**config.mk**
```make
export PLATFORM = sky130hd
export DESIGN_NAME = word_store_serializer
export DESIGN_NICKNAME = d
export VERILOG_FILES = /design/src/rtl/word_store_serializer_pkg.sv /design/src/rtl/word_store_serializer.sv
export SDC_FILE = /design/constraint.sdc
export NUM_CORES = 1
export LEC_CHECK = 0
export BUFFER_PORTS_ARGS = -buffer_cell sky130_fd_sc_hd__buf_2
export CAP_MARGIN = 20
export CORE_UTILIZATION = 43
export DETAILED_ROUTE_END_ITERATION = 8
export PLACE_DENSITY_LB_ADDON = 0.08
export SLEW_MARGIN = 20
export SYNTH_ARGS = -nofsm -noshare
export SYNTH_HDL_FRONTEND = slang
export SYNTH_SLANG_ARGS = --single-unit
```
**constraint.sdc**
```tcl
create_clock -name Clock -period 1.4 [get_ports Clock]
set_input_delay 0.14 -clock Clock [delete_from_list [all_inputs] [get_ports Clock]]
set_output_delay 0.14 -clock Clock [all_outputs]
set_load 0.01 [all_outputs]
```
**src/rtl/word_store_serializer_pkg.sv**
```systemverilog
// Shared CPU constants: store FSM encoding and the LH half-select used by
// both the load-side register and the store serializer.
package word_store_serializer_pkg;

  typedef enum logic [1:0] {
    StIdle     = 2'b00,
    StWrFirst  = 2'b01,
    StWrSecond = 2'b10,
    StDone     = 2'b11
  } store_state_e;

  localparam logic LhLow  = 1'b0;
  localparam logic LhHigh = 1'b1;

endpackage

```
**src/rtl/word_store_serializer.sv**
```systemverilog
// Splits a captured 16-bit word into two byte writes (low byte at addr, high
// byte at addr+1) on an 8-bit memory write port, then pulses Done.
module word_store_serializer
  import word_store_serializer_pkg::*;
#(
  parameter int unsigned ADDR_WIDTH = 8,
  parameter bit          HIGH_FIRST = 1'b0
) (
  input  logic                  Clock,
  input  logic                  Reset,
  input  logic                  Start,
  input  logic [15:0]           WordIn,
  input  logic [ADDR_WIDTH-1:0] AddrIn,
  output logic                  Busy,
  output logic                  Done,
  output logic [ADDR_WIDTH-1:0] MemAddr,
  output logic [7:0]            MemData,
  output logic                  MemWrite,
  output logic                  LH
);

  store_state_e          state_q, state_d;
  logic [15:0]           word_q, word_d;
  logic [ADDR_WIDTH-1:0] addr_q, addr_d;
  logic [ADDR_WIDTH-1:0] addr_hi;
  logic                  high_phase;

  always_ff @(posedge Clock) begin
    if (!Reset) begin
      state_q <= StIdle;
      word_q  <= 16'h0000;
      addr_q  <= '0;
    end else begin
      state_q <= state_d;
      word_q  <= word_d;
      addr_q  <= addr_d;
    end
  end

  // A new store is only accepted from IDLE or DONE; Start elsewhere is dropped.
  always_comb begin
    state_d = state_q;
    word_d  = word_q;
    addr_d  = addr_q;
    unique case (state_q)
      StIdle, StDone: begin
        if (Start) begin
          state_d = StWrFirst;
          word_d  = WordIn;
          addr_d  = AddrIn;
        end else begin
          state_d = StIdle;
        end
      end
      StWrFirst:  state_d = StWrSecond;
      StWrSecond: state_d = StDone;
      default:    state_d = StIdle;
    endcase
  end

  assign addr_hi    = addr_q + ADDR_WIDTH'(1);
  assign high_phase = (state_q == StWrSecond) ^ HIGH_FIRST;

  always_comb begin
    Busy     = 1'b0;
    Done     = 1'b0;
    MemWrite = 1'b0;
    MemAddr  = '0;
    MemData  = 8'h00;
    LH       = LhLow;
    unique case (state_q)
      StWrFirst, StWrSecond: begin
        Busy     = 1'b1;
        MemWrite = 1'b1;
        if (high_phase) begin
          MemAddr = addr_hi;
          MemData = word_q[15:8];
          LH      = LhHigh;
        end else begin
          MemAddr = addr_q;
          MemData = word_q[7:0];
          LH      = LhLow;
        end
      end
      StDone:  Done = 1'b1;
      default: ;
    endcase
  end

endmodule
```
# --- After elaboration in Yosys (flattened, before gate mapping) ---
# Cells that the tools add are included.
classes:
  addsub: 1
  n_eq_ne: 3
  reduce_logical: 4
  mux: 10
op_table:
  columns: ["cell", "n"]
  rows:
  - ["2-to-1 mux 8 bit", 4]
  - ["adder 8 x 1 -> 8 bit (second input constant)", 1]
  - ["one-hot mux 2 bit (3 select lines)", 1]
  - ["2-to-1 mux 1 bit", 5]
  - ["== test 2 bit (second input constant)", 2]
  - ["OR reduction 2 bit", 2]
  - ["== test 2 x 1 -> 1 bit (second input constant)", 1]
  - ["zero test 2 bit", 1]
  - ["AND reduction 2 bit", 1]
totals:
  wordCells: 21
  regBits: 26
  out_inout_bits: 20

# --- Depth between registers and ports, before layout ---
logic_depth:
  depth_word: 3
  depth_mapped: 7

# --- Worst setup path after synthesis ---
# No wires, ideal clock.
synth_path:
  path_type: "flip-flop to output port"
  start: "reg state_q[0]"
  end: "out MemAddr[7]"
  path_slack_ps: -96
  path_stages_with_launch: 7
  n_path_buf: 1
  required_ps: 1260
  t_arrival_ps: 1356
  cell_sequence: "dfxtp_1 -> inv_1 -> ha_1 -> buf_2 -> nand4_1 -> or3_1 -> a21oi_1"
synth_via:
  elab_chain_cells: 3
  word_cells_on_any_way: 5
  classes_between: "2 x eq/ne; 2 x mux; 1 x reduce/logical"
synth_rtl:
  columns: ["item", "line_no", "rtl"]
  rows:
  - ["start, declared", "word_store_serializer.sv:22", "store_state_e state_q, state_d;"]
  - ["start signal, assigned", "word_store_serializer.sv:30", "state_q <= StIdle;"]
  - ["start signal, assigned", "word_store_serializer.sv:34", "state_q <= state_d;"]
  - ["== test 2 bit or == test 2 x 1 -> 1 bit (tied branches)", "word_store_serializer.sv:62, word_store_serializer.sv:71", null]
  - ["2-to-1 mux 8 bit or OR reduction 2 bit (tied branches)", "word_store_serializer.sv:75, word_store_serializer.sv:71", null]
  - ["2-to-1 mux 8 bit (*)", "word_store_serializer.sv:71", "unique case (state_q)"]
  - ["end, declared", "word_store_serializer.sv:16", "output logic [ADDR_WIDTH-1:0] MemAddr,"]
# Mark *: on every way between the ends. The rest lies on a longest branch, timed or not.

# --- Worst setup path after layout ---
# Same ends and word-level chain as after synthesis.

==> key figures <==
Outcome
  • Status: complete, but fails checks
  • Violations in the final reports: setup timing

STA
  • Worst Slack Setup Final: -318 ps
  • Setup Skew: roughly 11 ps
  • Final setup TNS: -4190 ps
  • Post-route minimum period: around 1700 ps
  • Unrepaired setup endpoints after global routing: yes
  • Fin. Hold Viols: 0
  • Hold Worst Slack: about 36 ps
  • Tcrit/Tclk final: 123%
  • Highest Clock Rate: around 580 MHz
  • Pin slew with the least headroom to its limit: 351 ps
  • Slew HR: between 70 and 80%
  • Max Transition Viols Final: 0
  • Final setup fails: 17

Detailed routing
  • Drt pass-1 iters: 4
  • Routed wl met2: around 1.5 mm
  • DR vias: 1226
  • Met3 Wirelength: 119 um
  • Routed WL: 3.04 mm
  • Antenna Nets Post-Route: 0
  • DRC Markers: 0
  • Vias per cell: 4.98
  • DR WL/cell: between 10 and 15 um
  • Met1 wire length: ~1.4 mm
  • Top routing layer in use: met4
  • Initial drt markers: 34

Layout
  • Most frequent cells in the layout: nand2_1, buf_2, a21boi_0, dfxtp_1, nor2_1
  • N_diodes: 0
  • Commonest non-fill, non-tap cell in the layout: nand2_1
  • Layout Cells excl Fill: 246
  • Share of cells above drive strength 1: ~39%
  • Core Util, Final: 63.6%
  • Layout Nets: 246
  • Area grow syn2layout: 38.4%

Flow run
  • Max capacitance violation total: 0

Logic synthesis
  • Mapped Nets: ~190
  • Post-Syn Instances: 162
  • Post-Syn Area: around 1300 um^2
  • Post-synth cell types: 20
  • Syn Area/Cell: just under 8 um^2
  • Synth warnings: 0
  • Number of synthesized register bits: 26
  • Sequential area share after synthesis: 40.7%

Clocking
  • Sink Count: 26
  • CTS tree: yes
  • CTS Hold Bufs: 0
  • Clock Path Buffers: 2
  • Clk_lat worst skew: between 300 and 400 ps
  • Clk root buf: clkbuf_4
  • # H-tree levels: 1
  • CTS Buf Count: 3
  • Worst-path clk slew: 150 ps

Placed design
  • Port bufs: between 40 and 50
  • RePlAce Congestion: roughly 0.77
  • Hpwl dp: 2.05 mm
  • Placed Cells: 237

Global route
  • Vias in the first global route: about 1200
  • Gr ovfl total: 0
  • Total GRT Usage: ~20%
  • Initial antenna violation count: 0
  • First-pass GRT wire length: 5.05 mm
  • Largest net degree at the start of global routing: 27

Critical path
  • Crit path kind: reg -> out
  • CP endpoint kind: output port
  • Critical Path AT: 1580 ps
  • Max Fanout on Critical Path: 5
  • Critical Path RT: between 1000 and 1500 ps
  • Setup crit start kind: flip-flop

Floorplanning
  • Initial Util: between 40% and 50%
  • Core ar.: approximately 2800 um^2
  • Die area: about 3200 um^2
  • Site row count: 19
  • Die X: roughly 57 um
  • Num ports: 47
  • Die height: roughly 57 um

Power
  • Power Dens Cells: roughly 1200 nW/um^2
  • Max IR drop VDD: about 940 uV
  • Leakage power: about 0.00078 uW
  • Pwr Total: 2050 uW

Worst hold path
  • Hold Crit Class: in -> reg
==> synth_stat cells <==
cell type,number,area (um^2)
inv_1,2,7.51
clkbuf_1,4,15.0
nand4_1,3,18.8
xnor2_1,1,8.76
xor2_1,3,26.3
a21boi_0,25,188
nand2_1,51,191
buf_4,1,7.51
nand3_1,2,10.0
nor2_1,13,48.8
dfxtp_1,26,521
a21oi_1,3,15.0
ha_1,3,37.5
buf_2,7,35.0
and2_1,1,6.26
o21ai_0,3,15.0
nand4_2,1,12.5
mux2i_1,9,90.1
nor2b_1,1,6.26
or3_1,3,18.8
==> flip-flops by register name, summed over array words and instances (netlist names) <==
| name | cells |
|---|---|
| state_q | 2 |
| addr_q | 8 |
| word_q | 16 |
==> critical path: stages, from the launching register on <==
cell and delay (ps):
dfxtp_2 350, inv_2 60, ha_4 150, nand4_1 110, or3_4 340, a21oi_2 110, buf_2 130
==> path summary, 6_finish.rpt <==
path,from,endpoint,slack (ps),depth (start not counted)
worst max-delay path,state_q[0],MemAddr[7],-320,6
worst min register to register,word_q[3],word_q[3],470,2
worst max register to register,state_q[0],word_q[1],80,6
worst min-delay path,WordIn[12],word_q[12],40,3
==> kinds of logic after synthesis <==
| family | synth area share, % |
|---|---|
| and+or+nand+nor | 24.5 |
| AOI/OAI and AO/OA | 17.0 |
| DFF | 40.7 |
| buffers and inverters | 5.09 |
| muxes | 7.05 |
| xor gates and xnor gates | 2.74 |
| adders and majority gates | 2.94 |
==> what timing repair did <==
item	in CTS	in global routing
gates resized for setup	9	13
setup endpoints to repair	43	43
gates cloned	0	1
buffers inserted	3	1
pin swaps	7	8
==> report_power, final <==
| part | switching (uW) | internal (uW) | total [uW] |
|---|---|---|---|
| Clock | 222 | 289 | 511 |
| Sequential | 50.1 | 820 | 870 |
| Combinational | 340 | 324 | 664 |
==> cell type report <==
cell class	instances	area (um^2)
inverters	2	7.51
multi-input cells	122	741
well taps	31	38.8
flip-flops and latches	26	528
repair buffers	61	402
clock buffers	3	22.5
clock inverters	1	30.0
fillers	232	1010
==> layer usage <==
metal / track usage [%] / vias to the layer above
li1: - / 637
met1: 23.1 / 552
met2: 35.8 / 35
met3: 2.76 / 2
met4: 8.01 / 0
met5: 0 / -
==> per-stage QoR <==
step,area [um^2],setup slack [ps]
global placement,1610,19.0
CTS,1710,-324
detailed placement,1610,-36.6
floorplan,1300,5.51
finish,1770,-318
global route,1770,-422
Power figures use the tool's default switching activity.
